File: src/rtl/m_axi_pkg.sv
// Shared types and constants for the single-outstanding AXI4 burst master.
package m_axi_pkg;

    typedef enum logic [2:0] {
        IDLE  = 3'd0,
        WRITE = 3'd1,
        WRESP = 3'd2,
        RADDR = 3'd3,
        RDATA = 3'd4,
        DONE  = 3'd5
    } state_e;

    localparam logic [1:0] OKAY       = 2'b00;
    localparam logic [1:0] EXOKAY     = 2'b01;
    localparam logic [1:0] SLVERR     = 2'b10;
    localparam logic [1:0] DECERR     = 2'b11;
    localparam logic [1:0] BURST_INCR = 2'b01;

    // AxSIZE encodes log2 of the bytes per beat.
    function automatic logic [2:0] axsize(input int data_w);
        logic [2:0] sz;
        case (data_w)
            8:       sz = 3'd0;
            16:      sz = 3'd1;
            32:      sz = 3'd2;
            64:      sz = 3'd3;
            128:     sz = 3'd4;
            256:     sz = 3'd5;
            512:     sz = 3'd6;
            1024:    sz = 3'd7;
            default: sz = 3'd2;
        endcase
        return sz;
    endfunction

    // True when a burst starting at addr_lo with len+1 beats runs past the 4 KB page.
    function automatic logic crosses_4k(input logic [11:0] addr_lo, input logic [7:0] len,
                                        input int unsigned bytes);
        int unsigned end_off;
        end_off = 32'(addr_lo) + (32'(len) + 32'd1) * bytes;
        return (end_off > 32'd4096);
    endfunction

endpackage

File: src/rtl/m_axi_burst_master_if.sv
// AXI4 full bus bundle between the burst master and the fabric.
interface m_axi_burst_master_if #(
    parameter int ID_W   = 1,
    parameter int DATA_W = 32,
    parameter int ADDR_W = 15
) ();
    logic [ID_W-1:0]     awid;
    logic [ADDR_W-1:0]   awaddr;
    logic [7:0]          awlen;
    logic [2:0]          awsize;
    logic [1:0]          awburst;
    logic                awlock;
    logic                awvalid;
    logic                awready;

    logic [DATA_W-1:0]   wdata;
    logic [DATA_W/8-1:0] wstrb;
    logic                wlast;
    logic                wvalid;
    logic                wready;

    logic [ID_W-1:0]     bid;
    logic [1:0]          bresp;
    logic                bvalid;
    logic                bready;

    logic [ID_W-1:0]     arid;
    logic [ADDR_W-1:0]   araddr;
    logic [7:0]          arlen;
    logic [2:0]          arsize;
    logic [1:0]          arburst;
    logic                arlock;
    logic                arvalid;
    logic                arready;

    logic [ID_W-1:0]     rid;
    logic [DATA_W-1:0]   rdata;
    logic [1:0]          rresp;
    logic                rlast;
    logic                rvalid;
    logic                rready;

    modport master (
        output awid, awaddr, awlen, awsize, awburst, awlock, awvalid, input awready,
        output wdata, wstrb, wlast, wvalid, input wready,
        input  bid, bresp, bvalid, output bready,
        output arid, araddr, arlen, arsize, arburst, arlock, arvalid, input arready,
        input  rid, rdata, rresp, rlast, rvalid, output rready
    );

    modport slave (
        input  awid, awaddr, awlen, awsize, awburst, awlock, awvalid, output awready,
        input  wdata, wstrb, wlast, wvalid, output wready,
        output bid, bresp, bvalid, input bready,
        input  arid, araddr, arlen, arsize, arburst, arlock, arvalid, output arready,
        output rid, rdata, rresp, rlast, rvalid, input rready
    );
endinterface

File: src/rtl/m_axi_burst_master.sv
// Single-outstanding AXI4 INCR burst master; one command in, one burst out.
// Define M_AXI_4K_CHECK_EN to reject bursts that cross a 4 KB page with SLVERR.
module m_axi_burst_master
    import m_axi_pkg::*;
#(
    parameter int C_M_AXI_ID_WIDTH   = 1,
    parameter int C_M_AXI_DATA_WIDTH = 32,
    parameter int C_M_AXI_ADDR_WIDTH = 15
) (
    input  logic                          M_AXI_ACLK,
    input  logic                          M_AXI_ARESETN,
    input  logic                          cmd_valid,
    output logic                          cmd_ready,
    input  logic                          cmd_write,
    input  logic [C_M_AXI_ADDR_WIDTH-1:0] cmd_addr,
    input  logic [7:0]                    cmd_len,
    input  logic [C_M_AXI_DATA_WIDTH-1:0] wr_data,
    input  logic                          wr_valid,
    output logic                          wr_ready,
    output logic [C_M_AXI_DATA_WIDTH-1:0] rd_data,
    output logic                          rd_valid,
    input  logic                          rd_ready,
    output logic                          rd_last,
    output logic                          done,
    output logic [1:0]                    resp,
    m_axi_burst_master_if.master          m_axi
);

    localparam int unsigned BYTES = C_M_AXI_DATA_WIDTH / 8;

    state_e                          state_q, state_d;
    logic [C_M_AXI_ADDR_WIDTH-1:0]   addr_q, addr_d;
    logic [7:0]                      len_q, len_d;
    logic [8:0]                      cnt_q, cnt_d;
    logic                            aw_done_q, aw_done_d;
    logic                            w_done_q, w_done_d;
    logic [1:0]                      resp_q, resp_d;
    logic                            out_en_q;
    logic                            aw_hs_s, w_hs_s, last_beat_s;
    logic                            unused_s;

    assign m_axi.awid    = {C_M_AXI_ID_WIDTH{1'b0}};
    assign m_axi.awaddr  = addr_q;
    assign m_axi.awlen   = len_q;
    assign m_axi.awsize  = axsize(C_M_AXI_DATA_WIDTH);
    assign m_axi.awburst = BURST_INCR;
    assign m_axi.awlock  = 1'b0;
    assign m_axi.wstrb   = {(C_M_AXI_DATA_WIDTH/8){1'b1}};
    assign m_axi.arid    = {C_M_AXI_ID_WIDTH{1'b0}};
    assign m_axi.araddr  = addr_q;
    assign m_axi.arlen   = len_q;
    assign m_axi.arsize  = axsize(C_M_AXI_DATA_WIDTH);
    assign m_axi.arburst = BURST_INCR;
    assign m_axi.arlock  = 1'b0;

    assign unused_s = ^{m_axi.bid, m_axi.rid};

    // State and burst-context registers; reset abandons any burst in flight.
    always_ff @(posedge M_AXI_ACLK or negedge M_AXI_ARESETN) begin
        if (!M_AXI_ARESETN) begin
            state_q   <= IDLE;
            addr_q    <= {C_M_AXI_ADDR_WIDTH{1'b0}};
            len_q     <= 8'd0;
            cnt_q     <= 9'd0;
            aw_done_q <= 1'b0;
            w_done_q  <= 1'b0;
            resp_q    <= OKAY;
            out_en_q  <= 1'b0;
        end else begin
            state_q   <= state_d;
            addr_q    <= addr_d;
            len_q     <= len_d;
            cnt_q     <= cnt_d;
            aw_done_q <= aw_done_d;
            w_done_q  <= w_done_d;
            resp_q    <= resp_d;
            out_en_q  <= 1'b1;
        end
    end

    // Next-state logic and channel/stream outputs for the shared FSM.
    always_comb begin
        state_d       = state_q;
        addr_d        = addr_q;
        len_d         = len_q;
        cnt_d         = cnt_q;
        aw_done_d     = aw_done_q;
        w_done_d      = w_done_q;
        resp_d        = resp_q;
        aw_hs_s       = 1'b0;
        w_hs_s        = 1'b0;
        last_beat_s   = 1'b0;
        cmd_ready     = 1'b0;
        wr_ready      = 1'b0;
        rd_data       = {C_M_AXI_DATA_WIDTH{1'b0}};
        rd_valid      = 1'b0;
        rd_last       = 1'b0;
        done          = 1'b0;
        resp          = OKAY;
        m_axi.awvalid = 1'b0;
        m_axi.wdata   = {C_M_AXI_DATA_WIDTH{1'b0}};
        m_axi.wlast   = 1'b0;
        m_axi.wvalid  = 1'b0;
        m_axi.bready  = 1'b0;
        m_axi.arvalid = 1'b0;
        m_axi.rready  = 1'b0;

        case (state_q)
            IDLE: begin
                cmd_ready = out_en_q;
                if (cmd_valid && out_en_q) begin
                    addr_d    = cmd_addr;
                    len_d     = cmd_len;
                    cnt_d     = 9'd0;
                    aw_done_d = 1'b0;
                    w_done_d  = 1'b0;
                    resp_d    = OKAY;
`ifdef M_AXI_4K_CHECK_EN
                    if (crosses_4k(cmd_addr[11:0], cmd_len, BYTES)) begin
                        state_d = DONE;
                        resp_d  = SLVERR;
                    end else if (cmd_write) begin
                        state_d = WRITE;
                    end else begin
                        state_d = RADDR;
                    end
`else
                    if (cmd_write) begin
                        state_d = WRITE;
                    end else begin
                        state_d = RADDR;
                    end
`endif
                end else begin
                    state_d = IDLE;
                end
            end

            WRITE: begin
                // AW and W progress independently; leave once both have finished.
                m_axi.awvalid = !aw_done_q;
                m_axi.wvalid  = !w_done_q && wr_valid;
                wr_ready      = !w_done_q && m_axi.wready;
                m_axi.wdata   = w_done_q ? {C_M_AXI_DATA_WIDTH{1'b0}} : wr_data;
                last_beat_s   = (cnt_q == {1'b0, len_q});
                m_axi.wlast   = !w_done_q && last_beat_s;
                aw_hs_s       = m_axi.awvalid && m_axi.awready;
                w_hs_s        = m_axi.wvalid && m_axi.wready;
                if (aw_hs_s) begin
                    aw_done_d = 1'b1;
                end else begin
                    aw_done_d = aw_done_q;
                end
                if (w_hs_s) begin
                    cnt_d    = cnt_q + 9'd1;
                    w_done_d = last_beat_s;
                end else begin
                    cnt_d    = cnt_q;
                end
                if ((aw_done_q || aw_hs_s) && (w_done_q || (w_hs_s && last_beat_s))) begin
                    state_d = WRESP;
                end else begin
                    state_d = WRITE;
                end
            end

            WRESP: begin
                m_axi.bready = 1'b1;
                if (m_axi.bvalid) begin
                    resp_d  = m_axi.bresp;
                    state_d = DONE;
                end else begin
                    state_d = WRESP;
                end
            end

            RADDR: begin
                m_axi.arvalid = 1'b1;
                if (m_axi.arready) begin
                    state_d = RDATA;
                end else begin
                    state_d = RADDR;
                end
            end

            RDATA: begin
                rd_valid     = m_axi.rvalid;
                m_axi.rready = rd_ready;
                rd_data      = m_axi.rdata;
                rd_last      = m_axi.rlast;
                if (m_axi.rvalid && rd_ready) begin
                    cnt_d  = cnt_q + 9'd1;
                    // Worst response seen across all beats wins.
                    resp_d = (m_axi.rresp > resp_q) ? m_axi.rresp : resp_q;
                    if (m_axi.rlast) begin
                        state_d = DONE;
                    end else begin
                        state_d = RDATA;
                    end
                end else begin
                    state_d = RDATA;
                end
            end

            DONE: begin
                done    = 1'b1;
                resp    = resp_q;
                state_d = IDLE;
            end

            default: begin
                state_d = IDLE;
            end
        endcase
    end

endmodule

File: src/flat_wrapper.sv
// flat-port wrapper written by rule: the top's interface ports become plain ports
module m_axi_burst_master_flat import m_axi_pkg::*;
#(
    parameter int C_M_AXI_ID_WIDTH   = 1,
    parameter int C_M_AXI_DATA_WIDTH = 32,
    parameter int C_M_AXI_ADDR_WIDTH = 15
)
  (M_AXI_ACLK, M_AXI_ARESETN, cmd_valid, cmd_ready, cmd_write, cmd_addr, cmd_len, wr_data, wr_valid, wr_ready, rd_data, rd_valid, rd_ready, rd_last, done, resp, m_axi_awid, m_axi_awaddr, m_axi_awlen, m_axi_awsize, m_axi_awburst, m_axi_awlock, m_axi_awvalid, m_axi_awready, m_axi_wdata, m_axi_wstrb, m_axi_wlast, m_axi_wvalid, m_axi_wready, m_axi_bid, m_axi_bresp, m_axi_bvalid, m_axi_bready, m_axi_arid, m_axi_araddr, m_axi_arlen, m_axi_arsize, m_axi_arburst, m_axi_arlock, m_axi_arvalid, m_axi_arready, m_axi_rid, m_axi_rdata, m_axi_rresp, m_axi_rlast, m_axi_rvalid, m_axi_rready);
  m_axi_burst_master_if #(.ID_W(1), .DATA_W(32), .ADDR_W(15)) m_axi_i ();
  input  logic M_AXI_ACLK;
  input  logic M_AXI_ARESETN;
  input  logic cmd_valid;
  output logic cmd_ready;
  input  logic cmd_write;
  input  logic [C_M_AXI_ADDR_WIDTH-1:0] cmd_addr;
  input  logic [7:0] cmd_len;
  input  logic [C_M_AXI_DATA_WIDTH-1:0] wr_data;
  input  logic wr_valid;
  output logic wr_ready;
  output logic [C_M_AXI_DATA_WIDTH-1:0] rd_data;
  output logic rd_valid;
  input  logic rd_ready;
  output logic rd_last;
  output logic done;
  output logic [1:0] resp;
  output wire logic [$bits(m_axi_i.awid)-1:0] m_axi_awid;
  output wire logic [$bits(m_axi_i.awaddr)-1:0] m_axi_awaddr;
  output wire logic [$bits(m_axi_i.awlen)-1:0] m_axi_awlen;
  output wire logic [$bits(m_axi_i.awsize)-1:0] m_axi_awsize;
  output wire logic [$bits(m_axi_i.awburst)-1:0] m_axi_awburst;
  output wire logic [$bits(m_axi_i.awlock)-1:0] m_axi_awlock;
  output wire logic [$bits(m_axi_i.awvalid)-1:0] m_axi_awvalid;
  input wire logic [$bits(m_axi_i.awready)-1:0] m_axi_awready;
  output wire logic [$bits(m_axi_i.wdata)-1:0] m_axi_wdata;
  output wire logic [$bits(m_axi_i.wstrb)-1:0] m_axi_wstrb;
  output wire logic [$bits(m_axi_i.wlast)-1:0] m_axi_wlast;
  output wire logic [$bits(m_axi_i.wvalid)-1:0] m_axi_wvalid;
  input wire logic [$bits(m_axi_i.wready)-1:0] m_axi_wready;
  input wire logic [$bits(m_axi_i.bid)-1:0] m_axi_bid;
  input wire logic [$bits(m_axi_i.bresp)-1:0] m_axi_bresp;
  input wire logic [$bits(m_axi_i.bvalid)-1:0] m_axi_bvalid;
  output wire logic [$bits(m_axi_i.bready)-1:0] m_axi_bready;
  output wire logic [$bits(m_axi_i.arid)-1:0] m_axi_arid;
  output wire logic [$bits(m_axi_i.araddr)-1:0] m_axi_araddr;
  output wire logic [$bits(m_axi_i.arlen)-1:0] m_axi_arlen;
  output wire logic [$bits(m_axi_i.arsize)-1:0] m_axi_arsize;
  output wire logic [$bits(m_axi_i.arburst)-1:0] m_axi_arburst;
  output wire logic [$bits(m_axi_i.arlock)-1:0] m_axi_arlock;
  output wire logic [$bits(m_axi_i.arvalid)-1:0] m_axi_arvalid;
  input wire logic [$bits(m_axi_i.arready)-1:0] m_axi_arready;
  input wire logic [$bits(m_axi_i.rid)-1:0] m_axi_rid;
  input wire logic [$bits(m_axi_i.rdata)-1:0] m_axi_rdata;
  input wire logic [$bits(m_axi_i.rresp)-1:0] m_axi_rresp;
  input wire logic [$bits(m_axi_i.rlast)-1:0] m_axi_rlast;
  input wire logic [$bits(m_axi_i.rvalid)-1:0] m_axi_rvalid;
  output wire logic [$bits(m_axi_i.rready)-1:0] m_axi_rready;
  assign m_axi_awid = m_axi_i.awid;
  assign m_axi_awaddr = m_axi_i.awaddr;
  assign m_axi_awlen = m_axi_i.awlen;
  assign m_axi_awsize = m_axi_i.awsize;
  assign m_axi_awburst = m_axi_i.awburst;
  assign m_axi_awlock = m_axi_i.awlock;
  assign m_axi_awvalid = m_axi_i.awvalid;
  assign m_axi_i.awready = m_axi_awready;
  assign m_axi_wdata = m_axi_i.wdata;
  assign m_axi_wstrb = m_axi_i.wstrb;
  assign m_axi_wlast = m_axi_i.wlast;
  assign m_axi_wvalid = m_axi_i.wvalid;
  assign m_axi_i.wready = m_axi_wready;
  assign m_axi_i.bid = m_axi_bid;
  assign m_axi_i.bresp = m_axi_bresp;
  assign m_axi_i.bvalid = m_axi_bvalid;
  assign m_axi_bready = m_axi_i.bready;
  assign m_axi_arid = m_axi_i.arid;
  assign m_axi_araddr = m_axi_i.araddr;
  assign m_axi_arlen = m_axi_i.arlen;
  assign m_axi_arsize = m_axi_i.arsize;
  assign m_axi_arburst = m_axi_i.arburst;
  assign m_axi_arlock = m_axi_i.arlock;
  assign m_axi_arvalid = m_axi_i.arvalid;
  assign m_axi_i.arready = m_axi_arready;
  assign m_axi_i.rid = m_axi_rid;
  assign m_axi_i.rdata = m_axi_rdata;
  assign m_axi_i.rresp = m_axi_rresp;
  assign m_axi_i.rlast = m_axi_rlast;
  assign m_axi_i.rvalid = m_axi_rvalid;
  assign m_axi_rready = m_axi_i.rready;
  m_axi_burst_master #(.C_M_AXI_ID_WIDTH(C_M_AXI_ID_WIDTH), .C_M_AXI_DATA_WIDTH(C_M_AXI_DATA_WIDTH), .C_M_AXI_ADDR_WIDTH(C_M_AXI_ADDR_WIDTH)) u_core (.M_AXI_ACLK(M_AXI_ACLK), .M_AXI_ARESETN(M_AXI_ARESETN), .cmd_valid(cmd_valid), .cmd_ready(cmd_ready), .cmd_write(cmd_write), .cmd_addr(cmd_addr), .cmd_len(cmd_len), .wr_data(wr_data), .wr_valid(wr_valid), .wr_ready(wr_ready), .rd_data(rd_data), .rd_valid(rd_valid), .rd_ready(rd_ready), .rd_last(rd_last), .done(done), .resp(resp), .m_axi(m_axi_i));
endmodule
File: config.mk
export PLATFORM = sky130hd
export DESIGN_NAME = m_axi_burst_master_flat
export DESIGN_NICKNAME = d
export VERILOG_FILES = /design/src/rtl/m_axi_pkg.sv /design/src/rtl/m_axi_burst_master_if.sv /design/src/rtl/m_axi_burst_master.sv /design/src/flat_wrapper.sv
export SDC_FILE = /design/constraint.sdc
export NUM_CORES = 1
export LEC_CHECK = 0
export CORE_MARGIN = 10
export CORE_UTILIZATION = 35
export CTS_CLUSTER_SIZE = 12
export DETAILED_ROUTE_END_ITERATION = 8
export GPL_ROUTABILITY_DRIVEN = 0
export GPL_TIMING_DRIVEN = 0
export HOLD_SLACK_MARGIN = 0.02
export PLACE_DENSITY = 0.9
export SLEW_MARGIN = 15
export SYNTH_ARGS = -nofsm -noshare
export SYNTH_HDL_FRONTEND = slang
export SYNTH_SLANG_ARGS = --single-unit
export TNS_END_PERCENT = 100
File: constraint.sdc
create_clock -name M_AXI_ACLK -period 3.1 [get_ports M_AXI_ACLK]
set_input_delay 0.465 -clock M_AXI_ACLK [delete_from_list [all_inputs] [get_ports M_AXI_ACLK]]
set_output_delay 0.465 -clock M_AXI_ACLK [all_outputs]
set_load 0.02 [all_outputs]
==> qor.csv, run 1 <==
metric,value,unit
initial antenna violation count,0,
Post-Synthesis Cell Area,2846,µm²
post-synth top area share,0.3516,
Post-CTS Setup Bufs,0,
# IOs,246,
HP Class,input pin to async pin,
DP Wirelength,10.80,mm
maximum vdd drop,0.3889,mV
synth top area cells,"dfrtp_1, and2_1, buf_4",
WP data required,2.63,ns
number of diodes,0,
# H-tree levels,2,
Mapped Cells,353,
DIE WIDTH,110.2,µm
outcome,completed,
core area,7807,µm²
GRT Util Overall,0.1932,
die height,110.2,µm
TritonCTS clock tree,yes,
post-synth top area cell,dfrtp_1,
Residual DRC,0,
Vias/cell,4.738,
Clock Latency Late Sink,0.30,ns
GRT overflow,0,
reg2reg start,u_core.cnt_q[0],
synthesis-to-finish area growth,91.74,%
CTS root buf,clkbuf_8,
DRT Pass-1 Iters,4,
Final Critical Period,2.968,ns
drt first-iter violations,202,
setup TNS,0,ns
fraction of layout cells with a size suffix above 1,0.1144,
Post-synth ARST share,1.000,
Final Skew,0.006916,ns
Clock Tree Buf Depth,2,
synthesis-stage register bit count,40,
total CTS buffers,5,
met2 usage,0.3768,
Die ar.,12140,µm²
DRT Wirelength,12.62,mm
num rows,32,
most frequent cell after synthesis,nand2_1,
largest net degree at the start of global routing,24,
element type at the critical path end,output pin,
synthesized area per cell,8.064,µm²
CP Max Fanout,10,
Max Slew Vio Count,0,
Most used DFF post-synth,dfrtp_1,
clock sinks,40,
maxcap violations,0,
final period utilization,0.9574,
grt met1 use,0.1871,
vias,3340,
RSZ-0062 raised after global routing,false,
leakage power total,0.002427,µW
post-route ant nets,0,
Setup crit start,u_core.state_q[2],
register area share after synthesis,0.3516,
Worst Path Arrival,2.50,ns
Syn. warnings,0,
power consumption,4760,µW
Netlist cell types,46,
critical path type,flip-flop to output pin,
commonest cells in the netlist,"nand2_1, and2_1, buf_4",
# port buffers,225,
Achievable Freq,336.9,MHz
number of global-route vias before repair,3433,
Clock transition at path regs,0.08,ns
global-route wire length before repair,18.49,mm
Pwr Density,872.1,nW/µm²
starting density of the core,0.3646,
"EDFF count, synth",0,
Final Hold Viols,0,
crit path launch type,flip-flop,
M3 GR Usage,0.07545,
NumNets Final,711,
WL/cell,17.90,µm
Final setup viols,0,
grt peak-use layer,met2,
[where the power goes]
part	leakage, µW	internal (µW)	switching [µW]
clock network	0.0000642	317	190
registers	0.000508	723	219
logic	0.00185	1620	1690
total	0.00243	2660	2100
[final timing paths]
path / to / depth (start not counted) / slack (ns)
min in group M_AXI_ACLK: u_core.m_axi.araddr[14] / 2 / 0.51
min reg2reg: u_core.m_axi.araddr[14] / 2 / 0.51
max reg2reg: u_core.cnt_q[8] / 5 / 1.14
max in group asynchronous: u_core.m_axi.arlen[5] / 2 / 2.51
min: u_core.m_axi.araddr[11] / 1 / 0.12
max: m_axi_wdata[6] / 7 / 0.13
[metal layers]
metal | share of wire | vias to the layer above | wire length (µm)
li1 | - | 1591 | -
met1 | 0.33 | 1570 | 4127
met2 | 0.56 | 168 | 7037
met4 | 0.011 | 0 | 134
met5 | 0 | - | 0
met3 | 0.10 | 11 | 1320
[cell usage in the layout (no fill, tap or decap), drive strengths merged, types with 3 or more instances in the layout]
| cell type | instances |
|---|---|
| a21oi | 7 |
| a31oi | 5 |
| and2 | 73 |
| buf | 50 |
| clkbuf | 16 |
| clkdlybuf4s50 | 224 |
| conb | 19 |
| dfrtp | 40 |
| ha | 3 |
| inv | 6 |
| nand2 | 79 |
| nand3 | 4 |
| nand3b | 3 |
| nor2 | 13 |
| o21ai | 6 |
| o31ai | 7 |
| or3 | 4 |
| or4 | 4 |
| xor2 | 8 |
[flip-flops by register name, summed over array words and instances, names as in the netlist]
register	count
u_core.aw_done_q	1
u_core.cnt_q	9
u_core.m_axi.araddr	15
u_core.m_axi.arlen	8
u_core.out_en_q	1
u_core.resp_q	2
u_core.state_q	3
u_core.w_done_q	1
[per-stage QoR]
| stage | hold slack [ns] | instances | setup slack, ns | cell area, µm² | utilization |
|---|---|---|---|---|---|
| 3_5_place_dp | 0.4473 | 698 | 0.2242 | 5313 | 0.6804 |
| 2_1_floorplan | 0.1694 | 370 | 1.093 | 2910 | - |
| 6_report | 0.1172 | 705 | 0.1321 | 5458 | 0.6990 |
| 5_1_grt | 0.1372 | 705 | 0.0004334 | 5458 | 0.6990 |
| 4_1_cts | 0.1280 | 705 | 0.01713 | 5445 | 0.6974 |
| 3_3_place_gp | 0.4848 | 697 | 0.2434 | 5290 | 0.6776 |
[cell families (layout without fill, tap and decap cells)]
group / after synthesis / in the layout / share of synthesized area
buf+inv: 65 / 298 / 0.1473
flops: 40 / 40 / 0.3516
other cells: 2 / 19 / 0.002638
simple gates: 195 / 195 / 0.3618
fa+ha+maj: 3 / 3 / 0.01319
compound gates: 37 / 37 / 0.08836
xor+xnor: 9 / 9 / 0.02769
mux: 2 / 2 / 0.007472
[repair_timing]
item                       4_1_cts  5_1_grt
hold buffers                     0        0
setup endpoints to repair       57       59
resized for setup                2       13
gates cloned                     0        0
[critical path: stages (launching register included)]
cell             delay, ns
dfrtp_1               0.44
buf_2                 0.21
nor2_1                0.16
nand2_1               0.15
nor2_4                0.21
clkbuf_2              0.22
and2_1                0.17
clkdlybuf4s50_1       0.64
[layout make-up]
type | instances | area [µm²]
flip-flops and latches | 40 | 1001
clock buffers | 5 | 68.82
plain buffers | 59 | 405.4
fillers | 617 | 2350
multi-input cells | 265 | 1498
well taps | 102 | 127.6
clock inverters | 2 | 60.06
repair buffers | 226 | 2275
inverters | 6 | 22.52
(Power assumes the default switching activity.)
==> run 2: changes to the inputs <==
Settings changed: CORE_AREA set to 2 2 96 98, CORE_MARGIN 10 to unset, CORE_UTILIZATION 35 to unset, DIE_AREA set to 0 0 98 100, GPL_ROUTABILITY_DRIVEN 0 to unset, PLACE_DENSITY 0.9 to 0.84.
==> qor.csv, run 2 (synthesis results as in run 1) <==
metric,value,unit,change
Clock transition at path regs,0.08,ns,about the same
number of diodes,0,,unchanged
crit path buf inv count,3,,unchanged
Largest register FFs,15,,unchanged
Die ar.,9800,µm²,-19%
setup TNS,0,ns,unchanged
sw frac,0.4376,,-0.004100
fin util,0.6160,,-0.08299
Final Critical Period,2.987,ns,+0.01939 ns
starting density of the core,0.3202,,-0.04439
fin worst setup slack,0.1127,ns,-0.01939 ns
r2r endpoint,u_core.cnt_q[8],,
Final setup viols,0,,unchanged
Internal Power,2622,µW,-1.3%
element type at the critical path end,output pin,,
placer congestion estimate,0.8315,,
cell family with most CP delay,buffers and inverters,,
WP data required,2.63,ns,about the same
clock power share,0.091,,-0.015
post-route ant nets,0,,unchanged
Residual DRC,0,,unchanged
crit-path cells,"buf_2, nor2_1, nand2_1, nor2_4, clkbuf_2, and2_1, clkdlybuf4s50_1",,
multi-input logic area,1498,µm²,unchanged
CP Max Fanout,10,,unchanged
clock sinks,40,,unchanged
part of the power in registers,0.202,,+0.004
WL/cell,14.52,µm,-19%
synthesis-to-finish area growth,92.40,%,
# IOs,246,,unchanged
outcome,completed,,
Worst Path Arrival,2.52,ns,+0.02 ns
hold depth,2,,
DIE WIDTH,98,µm,-11%
Slowest cell on crit path,clkdlybuf4s50_1,,
reg2reg start,u_core.cnt_q[0],,
Max Slew Vio Count,0,,unchanged
GRT overflow,0,,unchanged
Sw Pwr,2041,µW,-2.9%
Pwr Density,851.5,nW/µm²,-2.4%
DP Wirelength,8.467,mm,-22%
Final Hold Viols,0,,unchanged
Comb power frac,0.707,,+0.011
largest net degree at the start of global routing,36,,+50%
fill cell count,770,,+25%
TritonCTS clock tree,yes,,
Hold Crit Endpoint,u_core.m_axi.araddr[0],,
crit path launch type,flip-flop,,
drt first-iter violations,120,,-41%
power consumption,4663,µW,-2.0%
maxcap violations,0,,unchanged
"worst slack, placed",0.1426,ns,-0.08160 ns
Final Skew,0.007610,ns,+0.0006942 ns
R2R setup slack,1.22,ns,+0.08 ns
DRT Wirelength,10.44,mm,-17%
critical path type,flip-flop to output pin,,
HP Class,flip-flop to flip-flop,,
fraction of layout cells with a size suffix above 1,0.1201,,+0.005638
# H-tree levels,2,,unchanged
vias,3200,,-4.2%
Vias/cell,4.451,,-6.1%
GRT Util Overall,0.2083,,+0.01515
initial antenna violation count,0,,unchanged
most frequent cells in the layout,"clkdlybuf4s50_1, nand2_1, and2_1",,
final period utilization,0.9637,,+0.006254
# port buffers,225,,unchanged
global-route wire length before repair,16.54,mm,-11%
"most common cell after layout, fill and taps aside",clkdlybuf4s50_1,,
total CTS buffers,5,,unchanged
core area,8890,µm²,+14%
Hold Path Origin,u_core.m_axi.araddr[0],,
DRT Pass-1 Iters,4,,unchanged
num rows,35,,+9.4%
maximum vdd drop,0.5199,mV,+34%
worst stage delay on the critical path,0.62,ns,-0.02 ns
worst hold margin,0.5074,ns,+0.3903 ns
NumNets Final,715,,+0.56%
leakage power total,0.002431,µW,+0.19%
Reg2Reg Depth,5,,unchanged
Clock Tree Buf Depth,2,,unchanged
CTS root buf,clkbuf_8,,
die height,100,µm,-9.2%
number of global-route vias before repair,3290,,-4.2%
Achievable Freq,334.7,MHz,-0.65%
Clock Latency Late Sink,0.29,ns,about the same
storage element area,1001,µm²,unchanged
-- run 2: worst max-delay path by stage --
stage | from | cells after the start | endpoint | slack, ns
4_1_cts | u_core.state_q[2] | 7 | m_axi_wdata[13] | 0.08
3_5_place_dp | u_core.state_q[2] | 7 | m_axi_wdata[28] | 0.14
6_report | u_core.state_q[2] | 7 | m_axi_wdata[4] | 0.11
3_3_place_gp | u_core.state_q[2] | 7 | m_axi_wdata[16] | 0.22
2_1_floorplan | u_core.state_q[2] | 6 | m_axi_wdata[10] | 1.09
5_1_grt | u_core.state_q[2] | 7 | m_axi_wdata[8] | -0.06
-- run 2: repair_timing --
| item | 4_1_cts | 5_1_grt |
|---|---|---|
| setup endpoints to repair | 39 | 58 |
| resized for setup | 3 | 12 |
| buffers inserted | 0 | 3 |
| hold endpoints to repair | 5 | 0 |
| pin swaps | 0 | 1 |
| hold buffers | 1 | 0 |
-- run 2: worst register-to-register path, stage by stage (launching register included) --
cell and delay, ns:
dfrtp_1 0.45, ha_1 0.23, nand3_1 0.15, or3_1 0.40, or4_1 0.42, a21oi_1 0.16
-- run 2: power groups by stage --
stage                     clock network (µW)  registers, µW  logic (µW)
after floorplan                            0           1070        1610
after global placement                     0            938        3180
after detailed placement                   0            951        3210
after CTS                                436            943        3250
after global routing                     466            974        3540
final                                    426            941        3300
-- run 2: per-stage QoR --
stage               instances  cell area [µm²]
detailed placement        707             5316
floorplan                 370             2910
global route              719             5477
CTS                       716             5446
finish                    719             5477
global placement          706             5301
-- run 2: final cells by class --
class	instances	area share
Inverter	6	0.004112
Buffer	59	0.07402
Clock inverter	3	0.007768
Tap cell	111	0.02536
Timing Repair Buffer	230	0.4199
Sequential cell	40	0.1828
Clock buffer	5	0.01257
Multi-Input combinational cell	265	0.2735
-- run 2: routing by layer --
| layer | vias up | global-route usage | wire length, µm |
|---|---|---|---|
| met1 | 1441 | 0.2415 | 4058 |
| met2 | 150 | 0.3704 | 5225 |
| met3 | 8 | 0.08357 | 1075 |
| met5 | - | 0 | 0 |
| met4 | 0 | 0.03312 | 78 |
| li1 | 1601 | - | - |
